==> src/rtl/audio_clip_sched_pkg.sv <==
// Shared audio definitions: volume sample format, idle level and the clip scheduler states.
package audio_clip_sched_pkg;

   localparam int AUDIO_BIT_WIDTH_VOLUME = 8;
   localparam logic [AUDIO_BIT_WIDTH_VOLUME-1:0] AUDIO_INITIAL_VOLUME = 8'h80;

   typedef enum logic [1:0] {
      IDLE  = 2'd0,
      PLAY  = 2'd1,
      DRAIN = 2'd2
   } clip_state_t;

endpackage

==> src/rtl/audio_prio_arb.sv <==
// Fixed-priority arbiter: lowest set index of the pending vector wins.
module audio_prio_arb #(
   parameter int N_CLIPS = 4,
   parameter int IDX_W   = (N_CLIPS > 1) ? $clog2(N_CLIPS) : 1
) (
   input  logic [N_CLIPS-1:0] pending,
   output logic [N_CLIPS-1:0] grant,
   output logic [IDX_W-1:0]   idx,
   output logic               valid
);

   always_comb begin
      grant = '0;
      idx   = '0;
      valid = 1'b0;
      // Scan downwards so the lowest set index is the last one written
      for (int i = N_CLIPS - 1; i >= 0; i--) begin
         if (pending[i]) begin
            grant    = '0;
            grant[i] = 1'b1;
            idx      = IDX_W'(i);
            valid    = 1'b1;
         end
      end
   end

endmodule

==> src/rtl/audio_clip_sched.sv <==
// Arbitrates clip play requests onto one shared sample ROM port and streams the
// returned samples out as the volume stream, one per clk_audio_vol edge.
module audio_clip_sched
   import audio_clip_sched_pkg::*;
#(
   parameter int N_CLIPS = 4,
   parameter int ADDR_W  = 13,
   parameter int LEN_W   = 13,
   parameter bit PREEMPT = 1'b1,
   localparam int IDX_W  = (N_CLIPS > 1) ? $clog2(N_CLIPS) : 1
) (
   input  logic                              clk_audio_vol,
   input  logic                              reset_n,
   input  logic                              enable,
   input  logic [N_CLIPS-1:0]                req,
   input  logic [N_CLIPS*ADDR_W-1:0]         clip_base,
   input  logic [N_CLIPS*LEN_W-1:0]          clip_len,
   output logic [ADDR_W-1:0]                 rom_addr,
   output logic                              rom_rd,
   input  logic [AUDIO_BIT_WIDTH_VOLUME-1:0] rom_data,
   output logic [AUDIO_BIT_WIDTH_VOLUME-1:0] vol,
   output logic [N_CLIPS-1:0]                ack,
   output logic                              busy,
   output logic [IDX_W-1:0]                  cur_clip
);

   clip_state_t          state_q, state_d;
   logic [N_CLIPS-1:0]   pending_q;
   logic [N_CLIPS-1:0]   grant_mask;
   logic [LEN_W-1:0]     offset_q, offset_d;
   logic [ADDR_W-1:0]    base_q, base_d;
   logic [LEN_W-1:0]     len_q, len_d;
   logic [N_CLIPS-1:0]   ack_d;
   logic [IDX_W-1:0]     cur_clip_d;
   logic                 issue;
   logic [ADDR_W-1:0]    issue_addr;
   logic                 do_grant;
   logic                 vld_p1;

   logic [N_CLIPS-1:0]   arb_grant;
   logic [IDX_W-1:0]     arb_idx;
   logic                 arb_valid;
   logic [ADDR_W-1:0]    sel_base;
   logic [LEN_W-1:0]     sel_len;

   audio_prio_arb #(
      .N_CLIPS (N_CLIPS),
      .IDX_W   (IDX_W)
   ) u_arb (
      .pending (pending_q),
      .grant   (arb_grant),
      .idx     (arb_idx),
      .valid   (arb_valid)
   );

   assign sel_base = clip_base[int'(arb_idx)*ADDR_W +: ADDR_W];
   assign sel_len  = clip_len[int'(arb_idx)*LEN_W +: LEN_W];
   assign busy     = (state_q != IDLE);

   always_comb begin
      state_d    = state_q;
      grant_mask = '0;
      ack_d      = '0;
      cur_clip_d = cur_clip;
      offset_d   = offset_q;
      base_d     = base_q;
      len_d      = len_q;
      issue      = 1'b0;
      issue_addr = rom_addr;
      do_grant   = 1'b0;

      unique case (state_q)
         IDLE, DRAIN: do_grant = arb_valid;
         PLAY:        do_grant = PREEMPT && arb_valid && (arb_idx < cur_clip);
         default:     do_grant = 1'b0;
      endcase

      if (state_q == PLAY) begin
         issue      = 1'b1;
         issue_addr = base_q + ADDR_W'(offset_q);
         offset_d   = offset_q + LEN_W'(1);
         state_d    = (offset_q == len_q - LEN_W'(1)) ? DRAIN : PLAY;
      end else if (state_q == DRAIN) begin
         state_d = IDLE;
      end

      // A grant issues offset 0 on the same edge, so a DRAIN regrant is gapless
      if (do_grant) begin
         grant_mask = arb_grant;
         ack_d      = arb_grant;
         cur_clip_d = arb_idx;
         base_d     = sel_base;
         len_d      = sel_len;
         offset_d   = LEN_W'(1);
         if (sel_len == '0) begin
            issue   = 1'b0;
            state_d = IDLE;
         end else begin
            issue      = 1'b1;
            issue_addr = sel_base;
            state_d    = (sel_len == LEN_W'(1)) ? DRAIN : PLAY;
         end
      end
   end

   // Stage p0: issue address; stage p1: ROM data valid; vol registered at end of p1
   always_ff @(posedge clk_audio_vol) begin
      if (!reset_n || !enable) begin
         state_q   <= IDLE;
         pending_q <= '0;
         rom_rd    <= 1'b0;
         ack       <= '0;
         vld_p1    <= 1'b0;
         vol       <= AUDIO_INITIAL_VOLUME;
      end else begin
         state_q   <= state_d;
         pending_q <= (pending_q & ~grant_mask) | req;
         rom_rd    <= issue;
         ack       <= ack_d;
         vld_p1    <= rom_rd;
         vol       <= vld_p1 ? rom_data : AUDIO_INITIAL_VOLUME;
      end
   end

   always_ff @(posedge clk_audio_vol) begin
      if (!reset_n) begin
         rom_addr <= '0;
         cur_clip <= '0;
      end else if (enable) begin
         rom_addr <= issue_addr;
         cur_clip <= cur_clip_d;
      end
   end

   always_ff @(posedge clk_audio_vol) begin
      if (enable) begin
         offset_q <= offset_d;
         base_q   <= base_d;
         len_q    <= len_d;
      end
   end

endmodule

==> config.mk <==
export PLATFORM = sky130hd
export DESIGN_NAME = audio_clip_sched
export DESIGN_NICKNAME = d
export VERILOG_FILES = /design/src/rtl/audio_clip_sched_pkg.sv /design/src/rtl/audio_prio_arb.sv /design/src/rtl/audio_clip_sched.sv
export SDC_FILE = /design/constraint.sdc
export NUM_CORES = 1
export LEC_CHECK = 0
export CAP_MARGIN = 20
export CORE_ASPECT_RATIO = 0.9
export CORE_MARGIN = 5
export CORE_UTILIZATION = 40
export DETAILED_ROUTE_END_ITERATION = 7
export GPL_TIMING_DRIVEN = 0
export PLACE_DENSITY_LB_ADDON = 0.2
export REMOVE_ABC_BUFFERS = 1
export SYNTH_ARGS = -nofsm -noshare
export SYNTH_HDL_FRONTEND = slang
export SYNTH_HIERARCHICAL = 1
export SYNTH_SLANG_ARGS = --single-unit
==> constraint.sdc <==
create_clock -name clk_audio_vol -period 7.7 [get_ports clk_audio_vol]
set_input_delay 1.155 -clock clk_audio_vol [delete_from_list [all_inputs] [get_ports clk_audio_vol]]
set_output_delay 1.155 -clock clk_audio_vol [all_outputs]
set_load 0.005 [all_outputs]
Yosys cells after proc, flatten, opt, wreduce, memory -nomap -nowiden --
Cells that the tools add are included.
Storage, ports and cells: register bits 74, input port bits 119
Operators by class: add/subtract/negate cells 3, multiply operators 1, order comparisons 1, eq/ne operators 4, shifts and indexed selects 2, mux-type cells 27, bitwise gates (word level) 4, reductions and logical operators 13
Operators with widths (number):
- 13-bit two-way mux | 4
- 52-bit by 32-bit indexed part select with 13-bit output | 1
- 52-bit by 7-bit indexed part select with 13-bit output | 1
- 2-bit two-way mux | 10
- 4-bit two-way mux | 5
- 13-bit by 1-bit adder with 13-bit output, second input constant | 1
- 13-bit adder | 1
- 13-bit by 1-bit == test with 1-bit output, second input constant | 1
- 13-bit == test | 1
- 13-bit zero test | 1
- 13-bit by 1-bit subtractor with 13-bit output, second input constant | 1
- 1-bit two-way mux | 7
- 2-bit by 4-bit multiplier with 6-bit output, second input constant | 1
- 4-bit bitwise AND | 1
- 4-bit NOT | 1
- 4-bit bitwise OR | 1
- 2-bit AND reduction | 2
- 2-bit nonzero test | 2
- 2-bit OR reduction | 2
- 3-bit nonzero test | 1
- 2-bit by 1-bit == test with 1-bit output, second input constant | 1
- 2-bit == test, second input constant | 1
- 1-bit zero test | 2
- 2-bit zero test | 1
- other kinds (5) | 5

Longest topological paths before layout --
Gate-level depths: netlist of the first run.
depth in word-level cells 11, mapped depth 13, gate-level depth less buffers 9

Modules after synthesis --
Netlist of the first run, hierarchy kept.
Modules (own cells, without submodules):
- audio_clip_sched | times used 1, cells an instance 409, area an instance 4556.9 um^2
- audio_prio_arb | times used 1, cells an instance 11, area an instance 61.3 um^2

Worst setup path after synthesis of the first run --
No wires, ideal clock.
kind input to register, start point in clip_len[41], end point reg rom_addr[9], data arrival time 2708 ps, path slack 4874 ps, stages 8, path buffers 1, cell sequence mux4_2 > nor4_2 > nand3_1 > o21a_1 > buf_6 > a21oi_2 > o21ai_1 > a32o_1
On the way: cells in the longest elaborated chain, start to end 4
RTL lines:
- start, declared | line audio_clip_sched.sv:17 | input logic [N_CLIPS*LEN_W-1:0] clip_len,
- 52-bit by 7-bit indexed part select with 13-bit output | line audio_clip_sched.sv:57 | assign sel_len = clip_len[int'(arb_idx)*LEN_W +: LEN_W];
- 13-bit zero test | line audio_clip_sched.sv:95 | if (sel_len == '0) begin
- 13-bit two-way mux | line audio_clip_sched.sv:95
- 13-bit two-way mux | line audio_clip_sched.sv:88 | if (do_grant) begin
- end signal, assigned | line audio_clip_sched.sv:130 | rom_addr <= issue_addr;
- end, declared | line audio_clip_sched.sv:18 | output logic [ADDR_W-1:0] rom_addr,
No other way between the ends. A chain may end at the register's enable or synchronous reset.

Worst setup path after layout of the first run --
start point reg pending_q[1], end point reg rom_addr[9]
On the way: cells in the longest elaborated chain, start to end 7, elaborated cells on any way between the ends 13, classes of those cells mul: 1; order compare: 1; shift: 2; mux: 7; reduce/logical: 2
RTL lines:
- start, declared | line audio_clip_sched.sv:28 | logic [N_CLIPS-1:0] pending_q;
- start signal, assigned | line audio_clip_sched.sv:117 | pending_q <= (pending_q & ~grant_mask) | req;
- 2-bit two-way mux (2 in series) | line audio_prio_arb.sv:18 | if (pending[i]) begin
- net arb_idx[0] | line audio_clip_sched.sv:41 | logic [IDX_W-1:0] arb_idx;
- 2-bit by 4-bit multiplier with 6-bit output | line audio_clip_sched.sv:57
- 52-bit by 7-bit indexed part select with 13-bit output | line audio_clip_sched.sv:57
- net sel_len[12] | line audio_clip_sched.sv:44 | logic [LEN_W-1:0] sel_len;
- 13-bit zero test | line audio_clip_sched.sv:95
- 13-bit two-way mux | line audio_clip_sched.sv:95
- 13-bit two-way mux | line audio_clip_sched.sv:88
The timed path passes the listed nets, and every way through them passes these cells.

==> results of run 1 <==
==> worst max-delay path, cell delays in order (launching register included) <==
cell	delay, ns
dfxtp_1	0.40
inv_1	0.11
a21oi_4	0.61
buf_16	0.26
mux4_2	0.55
nor4_2	0.34
nand3_1	0.19
o21a_1	0.31
buf_16	0.20
a21oi_2	0.10
o21ai_1	0.09
a32o_1	0.28
==> synthesized netlist by cell type (all sizes together), types with 3 or more instances <==
master,n,area [µm²]
edfxtp,39,1171
nor2,36,135.1
dfxtp,35,700.7
nand3,27,135.1
mux4,26,585.6
a21oi,24,123.9
nand2,23,86.33
xor2,22,192.7
and3,15,93.84
ha,15,187.7
nand3b,14,105.1
xnor2,14,122.6
buf,13,105.1
o21ai,13,65.06
clkbuf,11,41.29
o311ai,10,132.6
nand2b,9,63.81
inv,8,30.03
nor3,8,50.05
mux2i,6,60.06
nand4,5,31.28
a21boi,4,33.78
a21o,3,22.52
a31oi,3,18.77
nor2b,3,18.77
nor4,3,37.54
o211ai,3,22.52
o22ai,3,18.77
==> cell type report <==
| cell class | instances | share of cell area |
|---|---|---|
| Multi-Input combinational cell | 314 | 0.3928 |
| Clock buffer | 9 | 0.03421 |
| Clock inverter | 7 | 0.01045 |
| Inverter | 8 | 0.004561 |
| Sequential cell | 74 | 0.2843 |
| Timing Repair Buffer | 154 | 0.2440 |
| Tap cell | 156 | 0.02965 |
==> final timing paths <==
path                            startpoint                  endpoint  cells past startpoint
setup / recovery   pending_q[1]$_SDFF_PP0_  rom_addr[9]$_SDFFE_PN0P_                     11
hold reg to reg   cur_clip[1]$_SDFFE_PN0P_  cur_clip[1]$_SDFFE_PN0P_                      2
hold / removal    cur_clip[1]$_SDFFE_PN0P_  cur_clip[1]$_SDFFE_PN0P_                      2
setup reg to reg   pending_q[1]$_SDFF_PP0_  rom_addr[9]$_SDFFE_PN0P_                     11
==> kinds of logic (layout without fill, tap and decap cells) <==
family | after synthesis | in the layout | synth area share
compound gates | 75 | 75 | 0.1192
xor+xnor | 36 | 36 | 0.06827
fa+ha+maj | 16 | 16 | 0.04497
buf+inv | 32 | 178 | 0.03820
flops | 74 | 74 | 0.4053
mux | 33 | 33 | 0.1422
simple gates | 154 | 154 | 0.1818
==> stage by stage <==
step,hold WS (ns),area [µm²],std cells,utilization
after floorplan,0.4280,4472,396,-
final,0.4776,6584,722,0.5781
after global placement,0.4622,6138,699,0.5390
after global routing,0.5202,6584,722,0.5781
after CTS,0.4786,6514,719,0.5720
after detailed placement,0.4675,6220,703,0.5461
==> state kept, by name, indices dropped and copies added, names as in the netlist <==
| name | count |
|---|---|
| base_q | 13 |
| rom_addr | 13 |
| cur_clip | 2 |
| ack | 4 |
| state_q | 2 |
| vol | 8 |
| vld_p1 | 1 |
| offset_q | 13 |
| rom_rd | 1 |
| pending_q | 4 |
| len_q | 13 |
==> power by group through the flow <==
stage	combinational (W)	sequential, W	clock (W)
2_1_floorplan	0.000178	0.000482	0
3_3_place_gp	0.000291	0.000488	0
3_5_place_dp	0.000301	0.000489	0
4_1_cts	0.000304	0.000481	0.000426
5_1_grt	0.000340	0.000485	0.000442
6_report	0.000309	0.000481	0.000416
==> per-layer routing <==
metal | global-route usage | vias to the layer above
met2 | 0.3036 | 85
li1 | - | 1884
met3 | 0.04520 | 20
met4 | 0.06125 | 0
met5 | 0 | -
met1 | 0.2170 | 1866
==> results.ini, run 1 <==
[floorplan]
die_w_um=123.3
dieArea_um2=13800
pin_count=148
design.core.area_um2=11390
rows=37
initial_core_util=0.4055
die_y_um=111.9

[hold_path]
worstHoldPathType=flip-flop to flip-flop

[pwr]
p_sw_w=0.0003307
combPwrFrac=0.257
swShare=0.2744
p_leak_nw=2.341
p_clk_frac=0.345
power.density_nw_per_um2=183.1
internal_power_w=0.0008746
ir_drop_uv=103.7
seqPwrFrac=0.399
power_w=0.001205

[routing]
wl_per_cell_um=16.44
drt-pass1-iter-count=4
drc=0
met1Wirelength_um=5086
vias=3855
wirelength_um=11870
vias_per_cell=5.339
antenna_left=0
wl_met2_um=5992
drt_iter0_drc=221
highest_layer=met4
wl_met3_um=588

[cells_and_area]
regArea_um2=1872
final_cell_mix=147 x clkdlybuf4s50_1, 39 x edfxtp_1, 36 x nor2_1
n_antenna_cell=0
fin_nets=696
final_common_cell=clkdlybuf4s50_1
area_growth_pct=42.56
nFillCells=1013
drive_above_1_share=0.1184
multiInputGateArea_um2=2586

[placement]
post-place-ws_ns=3.634
io_buffer_count=147
dpl.hpwl_um=9030
place_congestion=0.8479

[worst_setup_path]
path_class=flip-flop to flip-flop
required_ns=7.93
r2r_slack_ns=4.11
end_kind=flip-flop
path_max_fanout=23
worstPathArrival_ns=3.82
start_kind=flip-flop

[timing]
max_freq_mhz=278.5
fin_crit_sh=0.4663
hold_viol=0
tns_ns=0
worstMarginPinSlew_ns=1.081
rsz0062_at_grt=false
setup_violations=0
worst_slack_ns=4.110
fin_skew_ns=0.008860
period_minus_slack_ns=3.591
drv_slew=0
relSlewSlack=0.2791

[grt]
grt.overflow.total=0
grt_max_degree=29
track_usage=0.1780
grt_pass1_vias=4113
grt_antenna_before_repair=0
grt_pass1_wl_um=19690

[synth]
ys_ff_latch=74
yosys_warnings=6
yosysSeqAreaShare=0.4053
synthesis.area_um2=4618
synth_ff_type=edfxtp_1
synth_edf_count=39
async_flop_share=0
yosys.cell_types.count=60
synth_cells=420
avgSynthCellArea_um2=11.00

[cts]
cts-root-buf=clkbuf_16
postCtsSetupBuffers=0
cts_resized=0
clkLatencyLatePin_ns=0.34
clockBufferDepth=2
cts.clk_slew.worst_paths_ns=0.06
cts_tree=done
clock_sinks=74
hold_buffers=0
cts_made_buffers=9
htreeDepth=3

[run_status]
status=completed

[flow_run]
maxCapViolations=0

(Power assumes the default switching activity.)
==> inputs of run 2 (changes only) <==
Clock period 7.7 ns to 3.25 ns, I/O delays scaled along.
==> run 2 against run 1 <==
  * Count of clock-buffer cells in the layout unchanged
  * Worst setup slack worse by 4.0 ns
  * Via count up 1.4%
==> results.ini, run 2 (synthesis results as in run 1) <==
[timing]
relSlewSlack=0.2907
worstMarginPinSlew_ns=1.064
setup_violations=0
tns_ns=0
fin_crit_sh=0.9525
max_freq_mhz=323.0
drv_slew=0
period_minus_slack_ns=3.096
hold_viol=0
fin_skew_ns=0.009378
worst_slack_ns=0.1545

[pwr]
seqPwrFrac=0.397
internal_power_w=0.002068
ir_drop_uv=294.1
combPwrFrac=0.258
p_leak_nw=2.338
p_sw_w=0.0008020
swShare=0.2795
p_clk_frac=0.345
power.density_nw_per_um2=434.4
power_w=0.002870

[worst_setup_path]
r2r-start=pending_q[1]$_SDFF_PP0_
worstRegToRegCells=10
end_kind=flip-flop
r2r-end=rom_addr[9]$_SDFFE_PN0P_
r2r_slack_ns=0.15
required_ns=3.48
worstPathArrival_ns=3.32
path_max_fanout=16
start_kind=flip-flop
path_class=flip-flop to flip-flop

[cells_and_area]
final_cell_mix=147 x clkdlybuf4s50_1, 39 x edfxtp_1, 36 x nor2_1
nFillCells=1016
regArea_um2=1872
n_antenna_cell=0
fin_nets=697
fin_cells=723
drive_above_1_share=0.1235
final_common_cell=clkdlybuf4s50_1
area_growth_pct=43.05
multiInputGateArea_um2=2641

[floorplan]
design.core.area_um2=11390
pin_count=148
rows=37
initial_core_util=0.4055
die_y_um=111.9
dieArea_um2=13800
die_w_um=123.3

[hold_path]
hold_depth=2
hold_path_startpoint=cur_clip[1]$_SDFFE_PN0P_
hold_end=cur_clip[1]$_SDFFE_PN0P_
worstHoldPathType=flip-flop to flip-flop

[placement]
post-place-ws_ns=-0.8161
place_congestion=0.8479
dpl.hpwl_um=9030
io_buffer_count=147
place_inst=703

[routing]
drt-pass1-iter-count=4
antenna_left=0
drc=0
vias_per_cell=5.407
wirelength_um=12290
wl_per_cell_um=17.00
drt_iter0_drc=211
vias=3909

[grt]
grt_antenna_before_repair=0
grt.overflow.total=0
grt_max_degree=29
grt_pass1_wl_um=19800
track_usage=0.1789
grt_pass1_vias=4135

[flow_run]
maxCapViolations=0

[cts]
cts_made_buffers=9
hold_buffers=0
htreeDepth=3
cts_tree=done
clkLatencyLatePin_ns=0.34
clockBufferDepth=2
cts.clk_slew.worst_paths_ns=0.06
clock_sinks=74
cts-root-buf=clkbuf_16

[run_status]
status=completed

-- run 2: final cells by class --
| cell class | instances | share of cell area |
|---|---|---|
| multi-input combinational | 316 | 0.3998 |
| sequential | 74 | 0.2833 |
| timing repair buffer | 153 | 0.2379 |
| clock buffer | 9 | 0.03409 |
| tap | 156 | 0.02955 |
| clock inverter | 7 | 0.01042 |
| inverter | 8 | 0.004924 |
-- run 2: how the worst max path moves through the flow --
stage | from | endpoint | slack, ns | depth (start not counted)
after global routing | pending_q[1]$_SDFF_PP0_ | rom_addr[9]$_SDFFE_PN0P_ | -0.009 | 10
after floorplan | pending_q[2]$_SDFF_PP0_ | rom_addr[9]$_SDFFE_PN0P_ | -1.66 | 9
after CTS | pending_q[1]$_SDFF_PP0_ | rom_addr[9]$_SDFFE_PN0P_ | 0.12 | 10
final | pending_q[1]$_SDFF_PP0_ | rom_addr[9]$_SDFFE_PN0P_ | 0.15 | 10
after global placement | pending_q[3]$_SDFF_PP0_ | rom_addr[9]$_SDFFE_PN0P_ | -3.53 | 8
after detailed placement | pending_q[0]$_SDFF_PP0_ | rom_addr[9]$_SDFFE_PN0P_ | -0.82 | 7
-- run 2: worst max-delay path, stage by stage (launching register included) --
cell     delay [ns]
dfxtp_1        0.44
inv_1          0.12
a21oi_4        0.22
buf_16         0.20
mux4_2         0.57
nor4_4         0.37
nand3_2        0.22
o21a_4         0.34
a21oi_2        0.12
o21ai_1        0.09
a32o_1         0.28
-- run 2: routing by layer --
metal | track usage | up-vias | wire length [µm]
met5 | 0 | - | 0
met4 | 0.06273 | 0 | 224
met3 | 0.04571 | 21 | 705
met2 | 0.3047 | 108 | 6169
met1 | 0.2177 | 1890 | 5194
li1 | - | 1890 | -
-- run 2: repair_timing --
item                                    CTS  global route
cloned                                    0             2
gates resized for setup                   5             2
endpoints found under the setup margin   42            30
setup buffers                             1             0
pin swaps                                 1             2
-- run 2: power by group through the flow --
stage,logic (W),registers [W],clock network (W)
after floorplan,0.000421,0.00114,0
after global placement,0.000689,0.00116,0
after detailed placement,0.000713,0.00116,0
after CTS,0.000726,0.00114,0.00101
after global routing,0.000812,0.00115,0.00105
final,0.000741,0.00114,0.000989
-- run 2: metrics by stage --
step	utilization	cell area, µm²	hold slack (ns)
final	0.5801	6606	0.4773
after global placement	0.5390	6138	0.4622
after detailed placement	0.5461	6220	0.4675
after floorplan	-	4472	0.4280
after global routing	0.5801	6606	0.5181
after CTS	0.5747	6545	0.4786
